<file path="src/rtl/i2s_rx_pkg.sv">
// Shared constants for the AHB-Lite I2S receive controller: register map,
// channel-mode encodings, sequencer states and the default read value.
package i2s_rx_pkg;

  localparam logic [7:0] REG_CTRL   = 8'h00;
  localparam logic [7:0] REG_STATUS = 8'h04;
  localparam logic [7:0] REG_DATA   = 8'h08;
  localparam logic [7:0] REG_IE     = 8'h0C;
  localparam logic [7:0] REG_THRESH = 8'h10;
  localparam logic [7:0] REG_CLR    = 8'h14;

  localparam logic [1:0] MODE_LEFT   = 2'b00;
  localparam logic [1:0] MODE_RIGHT  = 2'b01;
  localparam logic [1:0] MODE_STEREO = 2'b10;

  localparam logic [1:0] ST_OFF    = 2'd0;
  localparam logic [1:0] ST_SYNC   = 2'd1;
  localparam logic [1:0] ST_RUN    = 2'd2;
  localparam logic [1:0] ST_PUSH_R = 2'd3;

  localparam logic [31:0] DEFAULT_RDATA = 32'hDEADBEEF;

endpackage

</file>
<file path="src/rtl/i2s_sync_fifo.sv">
// Single-clock circular FIFO of 32-bit words with AW+1 bit pointers so that
// full and empty are told apart by the extra wrap bit.
module i2s_sync_fifo #(
  parameter int AW = 3
) (
  input  logic          clk,
  input  logic          rst_n,
  input  logic          push,
  input  logic          pop,
  input  logic          flush,
  input  logic [31:0]   din,
  output logic [31:0]   dout,
  output logic [AW:0]   level,
  output logic          full,
  output logic          empty
);

  logic [31:0] mem_q [2**AW];
  logic [AW:0] wptr_q, wptr_d;
  logic [AW:0] rptr_q, rptr_d;
  logic        push_ok;
  logic        pop_ok;

  assign level   = wptr_q - rptr_q;
  assign full    = (level == {1'b1, {AW{1'b0}}});
  assign empty   = (level == '0);
  assign push_ok = push & ~full;
  assign pop_ok  = pop & ~empty;
  assign dout    = mem_q[rptr_q[AW-1:0]];

  // Flush wins over any push or pop arriving in the same cycle.
  always_comb begin
    wptr_d = wptr_q;
    rptr_d = rptr_q;
    if (flush) begin
      wptr_d = '0;
      rptr_d = '0;
    end else begin
      if (push_ok) wptr_d = wptr_q + (AW+1)'(1);
      if (pop_ok)  rptr_d = rptr_q + (AW+1)'(1);
    end
  end

  always_ff @(posedge clk) begin
    if (!rst_n) begin
      wptr_q <= '0;
      rptr_q <= '0;
    end else begin
      wptr_q <= wptr_d;
      rptr_q <= rptr_d;
    end
  end

  always_ff @(posedge clk) begin
    if (rst_n && push_ok && !flush) mem_q[wptr_q[AW-1:0]] <= din;
  end

endmodule

</file>
<file path="src/rtl/ahbl_i2s_rx_ctrl.sv">
// AHB-Lite slave that follows I2S frame boundaries on ws, selects channels
// per CTRL.MODE and buffers the samples in a FIFO drained through DATA.
module ahbl_i2s_rx_ctrl
  import i2s_rx_pkg::*;
#(
  parameter int FIFO_AW = 3
) (
  input  logic        HCLK,
  input  logic        HRESETn,
  input  logic [31:0] HADDR,
  input  logic [1:0]  HTRANS,
  input  logic        HWRITE,
  input  logic [2:0]  HSIZE,
  input  logic [31:0] HWDATA,
  input  logic        HSEL,
  input  logic        HREADY,
  output logic [31:0] HRDATA,
  output logic        HREADYOUT,
  input  logic        ws,
  input  logic [63:0] rx_data,
  output logic        i2s_en,
  output logic        irq
);

  logic [7:0]       addr_q, addr_d;
  logic             sel_q, sel_d;
  logic             write_q, write_d;
  logic             trans_q, trans_d;
  logic             en_q, en_d;
  logic [1:0]       mode_q, mode_d;
  logic [1:0]       ie_q, ie_d;
  logic [FIFO_AW:0] thresh_q, thresh_d;
  logic             ovf_q, ovf_d;
  logic             irq_q, irq_d;
  logic             ws_q, ws_d;
  logic [1:0]       state_q, state_d;
  logic [31:0]      hold_q, hold_d;

  logic             valid, wr, rd, frame_evt;
  logic             push_req, pop, flush;
  logic [31:0]      push_data;
  logic [31:0]      fifo_dout;
  logic [FIFO_AW:0] level;
  logic             full, empty;
  logic             unused_ok;

  assign unused_ok = ^{HSIZE, HADDR[31:8], HTRANS[0], HWDATA};

  assign valid     = sel_q & trans_q;
  assign wr        = valid & write_q;
  assign rd        = valid & ~write_q;
  assign frame_evt = ~ws & ws_q;
  assign pop       = rd & (addr_q == REG_DATA) & ~empty;
  assign flush     = wr & (addr_q == REG_CTRL) & HWDATA[3];

  assign HREADYOUT = 1'b1;
  assign i2s_en    = en_q;
  assign irq       = irq_q;

  always_comb begin
    addr_d   = HREADY ? HADDR[7:0] : addr_q;
    sel_d    = HREADY ? HSEL       : sel_q;
    write_d  = HREADY ? HWRITE     : write_q;
    trans_d  = HREADY ? HTRANS[1]  : trans_q;
    ws_d     = ws;
    en_d     = en_q;
    mode_d   = mode_q;
    ie_d     = ie_q;
    thresh_d = thresh_q;
    if (wr) begin
      case (addr_q)
        REG_CTRL: begin
          en_d   = HWDATA[0];
          mode_d = HWDATA[2:1];
        end
        REG_IE:     ie_d     = HWDATA[1:0];
        REG_THRESH: thresh_d = HWDATA[FIFO_AW:0];
        default: ;
      endcase
    end
  end

  // Mode is sampled only at a frame event, so a pending right word always
  // completes even if software changes MODE in the middle of a pair.
  always_comb begin
    state_d   = state_q;
    hold_d    = hold_q;
    push_req  = 1'b0;
    push_data = rx_data[63:32];
    case (state_q)
      ST_OFF:  if (en_q) state_d = ST_SYNC;
      ST_SYNC: if (frame_evt) state_d = ST_RUN;
      ST_RUN: begin
        if (frame_evt) begin
          push_req = 1'b1;
          case (mode_q)
            MODE_RIGHT:  push_data = rx_data[31:0];
            MODE_STEREO: begin
              hold_d  = rx_data[31:0];
              state_d = ST_PUSH_R;
            end
            default: ;
          endcase
        end
      end
      ST_PUSH_R: begin
        push_req  = 1'b1;
        push_data = hold_q;
        state_d   = ST_RUN;
      end
      default: state_d = ST_OFF;
    endcase
    if (!en_q) begin
      state_d  = ST_OFF;
      push_req = 1'b0;
    end
  end

  always_comb begin
    ovf_d = ovf_q;
    if (wr && (addr_q == REG_CLR) && HWDATA[0]) ovf_d = 1'b0;
    if (push_req && full) ovf_d = 1'b1;
    irq_d = (ie_q[0] & (level >= thresh_q) & (thresh_q != '0)) | (ie_q[1] & ovf_q);
  end

  always_comb begin
    HRDATA = DEFAULT_RDATA;
    if (rd) begin
      case (addr_q)
        REG_CTRL:   HRDATA = {29'h0, mode_q, en_q};
        REG_STATUS: HRDATA = {16'h0, 8'(level), 5'h0, ovf_q, full, empty};
        REG_DATA:   HRDATA = empty ? DEFAULT_RDATA : fifo_dout;
        REG_IE:     HRDATA = {30'h0, ie_q};
        REG_THRESH: HRDATA = 32'(thresh_q);
        REG_CLR:    HRDATA = 32'h0;
        default:    HRDATA = DEFAULT_RDATA;
      endcase
    end
  end

  always_ff @(posedge HCLK) begin
    if (!HRESETn) begin
      addr_q   <= '0;
      sel_q    <= 1'b0;
      write_q  <= 1'b0;
      trans_q  <= 1'b0;
      en_q     <= 1'b0;
      mode_q   <= MODE_LEFT;
      ie_q     <= '0;
      thresh_q <= '0;
      ovf_q    <= 1'b0;
      irq_q    <= 1'b0;
      ws_q     <= 1'b1;
      state_q  <= ST_OFF;
      hold_q   <= '0;
    end else begin
      addr_q   <= addr_d;
      sel_q    <= sel_d;
      write_q  <= write_d;
      trans_q  <= trans_d;
      en_q     <= en_d;
      mode_q   <= mode_d;
      ie_q     <= ie_d;
      thresh_q <= thresh_d;
      ovf_q    <= ovf_d;
      irq_q    <= irq_d;
      ws_q     <= ws_d;
      state_q  <= state_d;
      hold_q   <= hold_d;
    end
  end

  i2s_sync_fifo #(.AW(FIFO_AW)) u_fifo (
    .clk   (HCLK),
    .rst_n (HRESETn),
    .push  (push_req),
    .pop   (pop),
    .flush (flush),
    .din   (push_data),
    .dout  (fifo_dout),
    .level (level),
    .full  (full),
    .empty (empty)
  );

endmodule
</file>
<file path="config.mk">
export PLATFORM = sky130hd
export DESIGN_NAME = ahbl_i2s_rx_ctrl
export DESIGN_NICKNAME = d
export VERILOG_FILES = /design/src/rtl/i2s_rx_pkg.sv /design/src/rtl/i2s_sync_fifo.sv /design/src/rtl/ahbl_i2s_rx_ctrl.sv
export SDC_FILE = /design/constraint.sdc
export NUM_CORES = 1
export LEC_CHECK = 0
export BUFFER_PORTS_ARGS = -buffer_cell sky130_fd_sc_hd__clkbuf_2
export CAP_MARGIN = 10
export CORE_MARGIN = 10
export CORE_UTILIZATION = 62
export CTS_CLUSTER_SIZE = 12
export DETAILED_ROUTE_END_ITERATION = 6
export HOLD_SLACK_MARGIN = 0.06
export PLACE_DENSITY = 0.95
export SYNTH_ARGS = -nofsm -noshare
export SYNTH_HDL_FRONTEND = slang
export SYNTH_HIERARCHICAL = 1
export SYNTH_SLANG_ARGS = --single-unit
</file>
<file path="constraint.sdc">
create_clock -name HCLK -period 9.35 [get_ports HCLK]
set_input_delay 2.3375 -clock HCLK [delete_from_list [all_inputs] [get_ports HCLK]]
set_output_delay 2.3375 -clock HCLK [all_outputs]
set_load 0.02 [all_outputs]
</file>
**After elaboration in Yosys (flattened, before gate mapping)**

Memory sizes are Yosys's and may differ from the RTL's. A register that Yosys moved wholly into a read port is not among the register bits.
Cells that the tools add are included.

- Flip-flop bits (word level): 65
- Word-level logic and storage cells: 90
- RAM bits: 256
- Bits of input ports: 139
- Output and inout bits: 35
- Memories kept: 1

Memories:

| name | depth | width | read ports | clocked after Yosys merged registers in | wr ports | line | source |
|---|---|---|---|---|---|---|---|
| u_fifo.mem_q | 8 | 32 | 1 | 1 | 1 | i2s_sync_fifo.sv:18 | `logic [31:0] mem_q [2**AW];` |

- Reductions and logical operators: 18
- Equality and inequality tests: 14
- Multiplexer cells: 19
- Bitwise gates (word level): 19
- Add/sub/neg operators: 3
- $lt $le $gt $ge: 1

Operators with widths:

| cell | count |
|---|---|
| $pmux 32 s6 | 1 |
| $mux 32 | 4 |
| $pmux 32 s2 | 1 |
| $eq 8x4->1 const B | 2 |
| $eq 8x5->1 const B | 2 |
| $and 1x1->1 | 13 |
| $add 4x1->4 const B | 2 |
| $eq 8x3->1 const B | 1 |
| $logic_not 8->1 | 1 |
| $pmux 2 s4 | 1 |
| $reduce_and 2->1 | 4 |
| $eq 2x2->1 const B | 3 |
| $mux 1 | 6 |
| $mux 2 | 3 |
| $mux 3 | 2 |
| $reduce_and 3->1 | 2 |
| $logic_and 1x1->1 | 5 |
| $not 1->1 | 5 |
| $eq 2x1->1 const B | 2 |
| $eq 4x4->1 const B | 1 |
| $ge 4x4->1 | 1 |
| $logic_not 4->1 | 1 |
| $ne 2x2->1 const B | 2 |
| $reduce_bool 4->1 | 1 |
| other kinds (8) | 8 |

**Logic depth before layout (Yosys ltp)**

Gate-level depths: netlist of the first run.

- Word-level depth: 10
- Depth in mapped cells: 13
- Mapped depth without buffers: 12

**Hierarchy**

Netlist of the first run, hierarchy kept.

By module, submodules not included:

| module | area each (um^2) | cells each | sequential area each (um^2) | times used |
|---|---|---|---|---|
| i2s_sync_fifo | 10,288.6 | 454 | 7,907.6 | 1 |
| ahbl_i2s_rx_ctrl | 3,423.3 | 468 | 1,141.1 | 1 |

**Least setup slack after synthesis of the first run**

Ideal clock, no wire load.

- Kind: input port to flip-flop
- Start: in ws
- End: mem u_fifo.mem_q[0][0] (enable)
- Arrival: 6.057 ns
- Stages on the path: 4
- Setup time: 0.501 ns
- Path buffers: 0
- Path slack: 2.791 ns
- Required time: 8.849 ns
- Cells stage by stage: nor2b_1 > o211a_1 > nand2_2 > nor4_1

- Longest elaborated chain between the ends: 10

RTL lines:

| item | line | source |
|---|---|---|
| start: declaration | ahbl_i2s_rx_ctrl.sv:19 | `input logic ws,` |
| $not 1->1 | ahbl_i2s_rx_ctrl.sv:52 | `assign frame_evt = ~ws & ws_q;` |
| $and 1x1->1 | ahbl_i2s_rx_ctrl.sv:52 |  |
| $mux 1 | ahbl_i2s_rx_ctrl.sv:94 | `if (frame_evt) begin` |
| $pmux 1 s2 | ahbl_i2s_rx_ctrl.sv:90 | `case (state_q)` |
| $mux 1 | ahbl_i2s_rx_ctrl.sv:113 | `if (!en_q) begin` |
| named net push_req | ahbl_i2s_rx_ctrl.sv:40 | `logic push_req, pop, flush;` |
| $and 1x1->1 | i2s_sync_fifo.sv:27 | `assign push_ok = push & ~full;` |
| $logic_and 1x1->1 (2 in a row) | i2s_sync_fifo.sv:55 | `if (rst_n && push_ok && !flush) mem_q[wptr_q[AW-1:0]] <= din;` |
| $mux 1 | i2s_sync_fifo.sv:55 |  |
| $mux 1 (not written as such) | i2s_sync_fifo.sv:55 |  |
| end: declaration | i2s_sync_fifo.sv:18 |  |

The timed path passes the listed nets, and every way through them passes these cells.

**Worst setup path in the final report of the first run**

- Start: reg u_fifo.wptr_q[0]
- End: out HRDATA[26]

- Longest elaborated chain between the ends: 5

RTL lines:

| item | line | source |
|---|---|---|
| start: declaration | i2s_sync_fifo.sv:19 | `logic [AW:0] wptr_q, wptr_d;` |
| start signal: assignment | i2s_sync_fifo.sv:49 | `wptr_q <= wptr_d;` |
| $sub 4x4->4 | i2s_sync_fifo.sv:24 | `assign level = wptr_q - rptr_q;` |
| named net level[1] | ahbl_i2s_rx_ctrl.sv:43 | `logic [FIFO_AW:0] level;` |
| $logic_not 4->1 | i2s_sync_fifo.sv:26 | `assign empty = (level == '0);` |
| named net empty | ahbl_i2s_rx_ctrl.sv:44 | `logic full, empty;` |
| $mux 32 | ahbl_i2s_rx_ctrl.sv:132 | `REG_DATA: HRDATA = empty ? DEFAULT_RDATA : fifo_dout;` |
| $pmux 32 s6 | ahbl_i2s_rx_ctrl.sv:129 | `case (addr_q)` |
| $mux 32 | ahbl_i2s_rx_ctrl.sv:128 | `if (rd) begin` |
| end: declaration | ahbl_i2s_rx_ctrl.sv:17 | `output logic [31:0] HRDATA,` |

The timed path passes the listed nets, and every way through them passes these cells.

==> results of run 1 <==
==> power by group <==
part	leakage (nW)	internal [mW]	switching, mW
Sequential	2.89	1.56	0.00473
Clock	0.503	0.738	0.529
Combinational	1.85	0.0318	0.0527
Total	5.24	2.32	0.587
==> worst max-delay path, cell delays in order, from the launching register on <==
cell and delay (ns):
dfxtp_1 0.57, inv_1 0.17, ha_1 0.27, inv_1 0.08
fa_1 0.47, or3_4 0.44, nor2_1 0.59, nand4b_1 0.55
buf_8 0.25, nor2_1 0.06, nor2_1 0.14, clkbuf_2 0.21
==> metrics by stage <==
step	util, %	cells
2_1_floorplan	-	922
3_3_place_gp	66.9	1280
3_5_place_dp	66.9	1280
4_1_cts	71.6	1341
5_1_grt	71.8	1344
6_report	71.8	1344
==> final timing paths <==
kind	to	slack, ns	cells past startpoint
min	hold_q[27]	0.47	2
max reg2reg	u_fifo/mem_q[0][30]	5.26	10
min reg2reg	hold_q[27]	0.47	2
max	HRDATA[26]	2.68	11
==> synthesized netlist by cell type (all sizes together), types with 3 or more instances <==
cell type,instances,share of area [%]
clkbuf,35,0.97
nand2,93,2.6
mux2i,22,1.6
or3,4,0.22
nor2,55,1.5
nand4,5,0.23
mux2,32,2.6
nand3,12,0.47
xor2,4,0.26
a21oi,46,1.8
a21boi,34,1.9
edfxtp,256,56
o221ai,7,0.45
and2,9,0.41
o21ai,9,0.36
nor4,4,0.18
nor3,8,0.33
mux4,64,11
nand2b,3,0.14
ha,9,0.82
dfxtp,68,9.9
inv,16,0.44
buf,22,0.88
o22ai,64,2.9
nor2b,16,0.73
nand3b,3,0.16
==> state kept, by name, summed over array words and instances, names as in the netlist, 2 cells and up, named ones only <==
name           count
hold_q            32
u_fifo/rptr_q      4
u_fifo/wptr_q      4
thresh_q           4
state_q            2
mode_q             2
u_fifo/mem_q     256
addr_q             8
ie_q               2
==> layout make-up <==
type                            instances  area [um2]  share of cell area [%]
Inverter                               16        60.1                   0.383
Clock inverter                          3        25.0                   0.160
Tap cell                              280         350                    2.24
Timing Repair Buffer                  137         766                    4.89
Antenna cell                            1        2.50                  0.0160
Sequential cell                       324        9050                    57.8
Clock buffer                           58        1010                    6.46
Multi-Input combinational cell        525        4400                    28.1
==> per-layer routing <==
layer / vias up / wire (um) / global-route usage, %
met2: 977 / 18300 / 42.0
li1: 3814 / - / -
met3: 262 / 5060 / 7.67
met1: 4508 / 13000 / 33.4
met5: - / 13 / 0
met4: 2 / 2630 / 15.3
==> kinds of logic (layout without fill, tap and decap cells) <==
| kind of cell | count (synthesis) | after routing |
|---|---|---|
| flops | 324 | 324 |
| compound gates | 166 | 166 |
| buf+inv | 73 | 214 |
| fa+ha+maj | 10 | 10 |
| xor+xnor | 5 | 5 |
| other cells | 1 | 2 |
| mux | 118 | 118 |
| simple gates | 225 | 225 |
==> results.json, run 1 <==
{
  "finalHoldViolCount": 0,
  "die_area_mm2": 0.0285,
  "synth_top_family_by_area": "multiplexers",
  "setup_viol_count_final": 0,
  "skew_ns": 0.0193,
  "first_pass_iters": 6,
  "crit_path_max_fanout": 12,
  "power.density_mw_per_mm2": 186,
  "place.port_buffers": 116,
  "routedWlPerCell_um": 29.0,
  "synth_adder_area_share_pct": 0.967,
  "gp_congestion": 0.904,
  "wl_um": 39000,
  "totalPowerFinal_mw": 2.91,
  "yosysWarnings": 6,
  "min_path_type": "reg2reg",
  "ant_nets": 0,
  "max-slew-margin-rel_pct": 20.6,
  "max-cap-violations": 0,
  "avgSynthCellArea_um2": 14.9,
  "synth_compound_area_share_pct": 7.85,
  "final_layout_size_suffix_gt1_share_pct": 28.4,
  "synth_cell_type_count": 55,
  "cts_setup_buffers": 0,
  "critPathArrivalTime_ns": 4.33,
  "grt_use_total_pct": 27.0,
  "row_count": 54,
  "root_buffer": "clkbuf_16",
  "grt_pass1_vias": 9699,
  "yosysSeqAreaShare_pct": 66.0,
  "via_per_inst": 7.12,
  "initial_core_util_pct": 62.8,
  "synth_xor_area_share_pct": 0.319,
  "slew_viol_final": 0,
  "synth.net_count": 1071,
  "crit_required_ns": 7.01,
  "dpl-instance-area_mm2": 0.0146,
  "drtIter0Drc": 1505,
  "numCtsBuffers": 34,
  "grt_max_degree": 65,
  "hold_buffers": 0,
  "fmax_ghz": 0.150,
  "core_mm2": 0.0218,
  "hold_ws_ns": 0.465,
  "cp-start-kind": "flip-flop",
  "fin_setup_tns_ns": 0,
  "clock_path_buffers": 3,
  "fin_ws_ns": 2.68,
  "ys_async_sr_fraction_pct": 0,
  "final_area_mm2": 0.0157,
  "cts.sinks": 324,
  "worstSetupPathType": "reg2out",
  "cts_resized": 0,
  "synthMuxAreaShare_pct": 14.7,
  "htree_num_levels": 2,
  "reg2reg_from": "u_fifo/wptr_q[0]",
  "syn-cell-area_mm2": 0.0137,
  "grt_pass1_wl_um": 59100,
  "io_pins": 174,
  "routed-via-count": 9563,
  "grt_remaining_overflow": 0,
  "die_x_um": 169,
  "worst_pin_slew_ns": 1.19,
  "die_y_um": 169,
  "clkLatencyLatePin_ns": 0.51,
  "antenna_found_initial": 2,
  "rsz0062_at_grt": "no",
  "final_common_cell": "edfxtp_1",
  "netlist_instances": 922,
  "min_from": "hold_q[27]",
  "fin_crit_ns": 6.67,
  "synth_edf_count": 256,
  "vdd_ir_drop_max_v": 0.000122,
  "nFillCells": 1162,
  "clkSlewWorstSetupHoldPaths_ns": 0.06,
  "status": "finished clean",
  "hpwl_um": 21600,
  "crit_start": "u_fifo/wptr_q[0]",
  "dp_slack_ns": 3.28,
  "final_nets": 1187,
  "area_growth_pct": 14.3,
  "drc": 0,
  "mostFrequentLayoutCells": "edfxtp_1 (256), clkbuf_2 (116), nand2_1 (92)",
  "end_kind": "output pin",
  "cts_tree": "done",
  "synth-simple-area-share_pct": 7.82,
  "period_share_pct": 71.3,
  "cellLeakagePower_nw": 5.24,
  "synth.ff_latch_count": 324,
  "synthFlopType": "edfxtp_1"
}
Power figures use the tool's default switching activity.
==> inputs of run 2 (changes only) <==
- ABC_AREA: not set -> 1
- CORE_UTILIZATION: 62 -> 59
- PLACE_DENSITY: 0.95 -> 0.91
- clock period: 9.35 -> 6.4 ns (I/O delays scaled with it)
==> results.json, run 2 <==
{
  "crit_family": "buffers and inverters",
  "gp_congestion": 0.872,
  "synthFlopType": "edfxtp_1",
  "yosysSeqAreaShare_pct": 61.1,
  "crit_path_max_fanout": 19,
  "die_y_um": 178,
  "min_path_type": "reg2reg",
  "antenna_found_initial": 1,
  "yosysWarnings": 6,
  "synth_top_area_share_pct": 51.9,
  "drtIter0Drc": 1516,
  "clkLatencyLatePin_ns": 0.52,
  "synth_cell_type_count": 36,
  "fin_setup_tns_ns": 0,
  "htree_num_levels": 2,
  "die_area_mm2": 0.0318,
  "grt_remaining_overflow": 0,
  "grt_max_degree": 68,
  "vdd_ir_drop_max_v": 0.000162,
  "pwr-share-comb_pct": 3.4,
  "status": "finished with violations",
  "clock_path_buffers": 3,
  "syn-cell-area_mm2": 0.0148,
  "cp_num_buf_inv": 6,
  "period_share_pct": 92.5,
  "dp_slack_ns": 1.19,
  "clkSlewWorstSetupHoldPaths_ns": 0.06,
  "critPathArrivalTime_ns": 4.32,
  "crit_chain": "inv_1, ha_1, inv_1, fa_1, or2_4, nor2_4, nand3_4, inv_1, clkinv_1, nand4_1, nand2_1, inv_1, clkbuf_2",
  "cp-start-kind": "flip-flop",
  "slew_viol_final": 0,
  "cellLeakagePower_nw": 6.26,
  "synth.net_count": 1708,
  "cts_resized": 0,
  "power.density_mw_per_mm2": 260,
  "synth.ff_latch_count": 324,
  "hold_buffers": 0,
  "final_layout_size_suffix_gt1_share_pct": 13.1,
  "worst_pin_slew_ns": 1.26,
  "worstSetupPathType": "reg2out",
  "ys_top_cells_by_count": "nand2_1 (327), edfxtp_1 (256), nor2_1 (231)",
  "synth_area_leaders": "edfxtp_1 (52%), dfxtp_1 (9.2%), nand2_1 (8.3%), nor2_1 (5.9%), o21ai_0 (4.2%)",
  "grt_pass1_vias": 12000,
  "p_sw_mw": 0.881,
  "cts.sinks": 324,
  "drc": 9,
  "mostFrequentLayoutCells": "nand2_1 (326), edfxtp_1 (256), nor2_1 (223)",
  "cts_tree": "done",
  "fin_crit_ns": 5.92,
  "max-slew-margin-rel_pct": 15.5,
  "yosysTopAreaCell": "edfxtp_1",
  "ant_nets": 0,
  "io_pins": 174,
  "n_antenna_cell": 0,
  "core_mm2": 0.0245,
  "final_common_cell": "nand2_1",
  "fmax_ghz": 0.169,
  "max-cap-violations": 0,
  "routed-via-count": 12200,
  "hpwl_um": 23500,
  "via_per_inst": 6.18,
  "nFillCells": 1692,
  "p_int_mw": 3.40,
  "crit_required_ns": 4.80,
  "synth_edf_count": 256,
  "area_growth_pct": 11.3,
  "netlist_instances": 1559,
  "ys_async_sr_fraction_pct": 0,
  "worst_path_most_repeated_cell": "inv_1",
  "switching_share_pct": 20.6,
  "pwr-share-clk_pct": 43.4,
  "setup_viol_count_final": 0,
  "multi_input_area_mm2": 0.00484,
  "largest_reg_flops": 256,
  "first_pass_iters": 7,
  "routedWlPerCell_um": 20.6,
  "die_x_um": 178,
  "grt_use_total_pct": 25.3,
  "root_buffer": "clkbuf_16",
  "yosysMostFrequentCell": "nand2_1",
  "wl_um": 40800,
  "initial_core_util_pct": 60.3,
  "row_count": 57,
  "ff_latch_area_mm2": 0.00905,
  "fin_util_pct": 67.2,
  "grt_pass1_wl_um": 63400,
  "crit_cells": 13,
  "final_nets": 1784,
  "numCtsBuffers": 34,
  "finalHoldViolCount": 0,
  "cp_slowest_cell": "clkinv_1",
  "avgSynthCellArea_um2": 9.49,
  "skew_ns": 0.0184,
  "slowest_delay_ns": 0.77,
  "fin_ws_ns": 0.478,
  "reg2reg_depth": 16,
  "violations": "design-rule violations",
  "rsz0062_at_grt": "no",
  "cts_setup_buffers": 0,
  "pwr-share-seq_pct": 53.2,
  "hold_depth": 2,
  "end_kind": "output pin",
  "place.port_buffers": 116
}
[run 2: cell count changes after synthesis, moves of 32 or more]
cell	before	now
inv_1	16	114
nand2_1	92	327
nand3_1	11	102
a31oi_1	0	33
a21boi_0	33	0
a21oi_1	42	92
o211ai_1	1	33
o22ai_1	64	0
mux2_2	32	0
mux4_2	64	0
o21ai_0	8	123
nor2_1	55	231
[run 2: cell type report]
type	instances	share of cell area, %
Clock inverter	3	0.289
Sequential cell	324	54.9
Multi-Input combinational cell	1022	29.4
Inverter	125	2.86
Clock buffer	54	5.93
Tap cell	324	2.46
Timing Repair Buffer	128	4.15
[run 2: per-stage QoR]
step,cells,hold slack [ns],area (um2),power (mW)
6_report,1980,0.460,16500,4.28
5_1_grt,1980,0.478,16500,4.37
4_1_cts,1980,0.461,16500,4.28
3_5_place_dp,1923,0.452,15500,2.46
3_3_place_gp,1923,0.448,15500,2.45
2_1_floorplan,1559,0.440,14800,2.40
[run 2: metal layers]
metal	GRT usage, %	part of all wire (%)	vias up
met5	0	0	-
met1	31.9	36	5667
met3	5.52	12	169
met4	12.1	4.4	0
li1	-	-	5450
met2	40.9	47	958
[run 2: power by group through the flow]
stage | clock network, mW | logic [mW] | registers (mW)
after floorplan | 0 | 0.0788 | 2.32
after global placement | 0 | 0.134 | 2.32
after detailed placement | 0 | 0.140 | 2.32
after CTS | 1.86 | 0.142 | 2.28
after global routing | 1.94 | 0.160 | 2.28
final | 1.86 | 0.145 | 2.28
[run 2: kinds of logic (layout without fill, tap and decap cells)]
family | count (synthesis) | after routing | share of synthesized area, %
simple gates | 707 | 707 | 20.2
flops | 324 | 324 | 61.1
compound gates | 304 | 304 | 11.1
buf+inv | 213 | 310 | 6.62
fa+ha+maj | 10 | 10 | 0.896
other cells | 1 | 1 | 0.0253
[run 2: path summary, 6_finish.rpt]
| kind | slack, ns | start | end |
|---|---|---|---|
| setup / recovery | 0.48 | u_fifo/wptr_q[0] | HRDATA[6] |
| hold / removal | 0.46 | hold_q[15] | hold_q[15] |
| setup reg to reg | 2.13 | u_fifo/wptr_q[0] | flip-flop |
| hold reg to reg | 0.46 | hold_q[15] | hold_q[15] |
[run 2: tightest hold or removal path: stages, from the launching register on]
cell and delay, ns:
dfxtp_1 0.31, nand2_1 0.06, a21oi_1 0.05
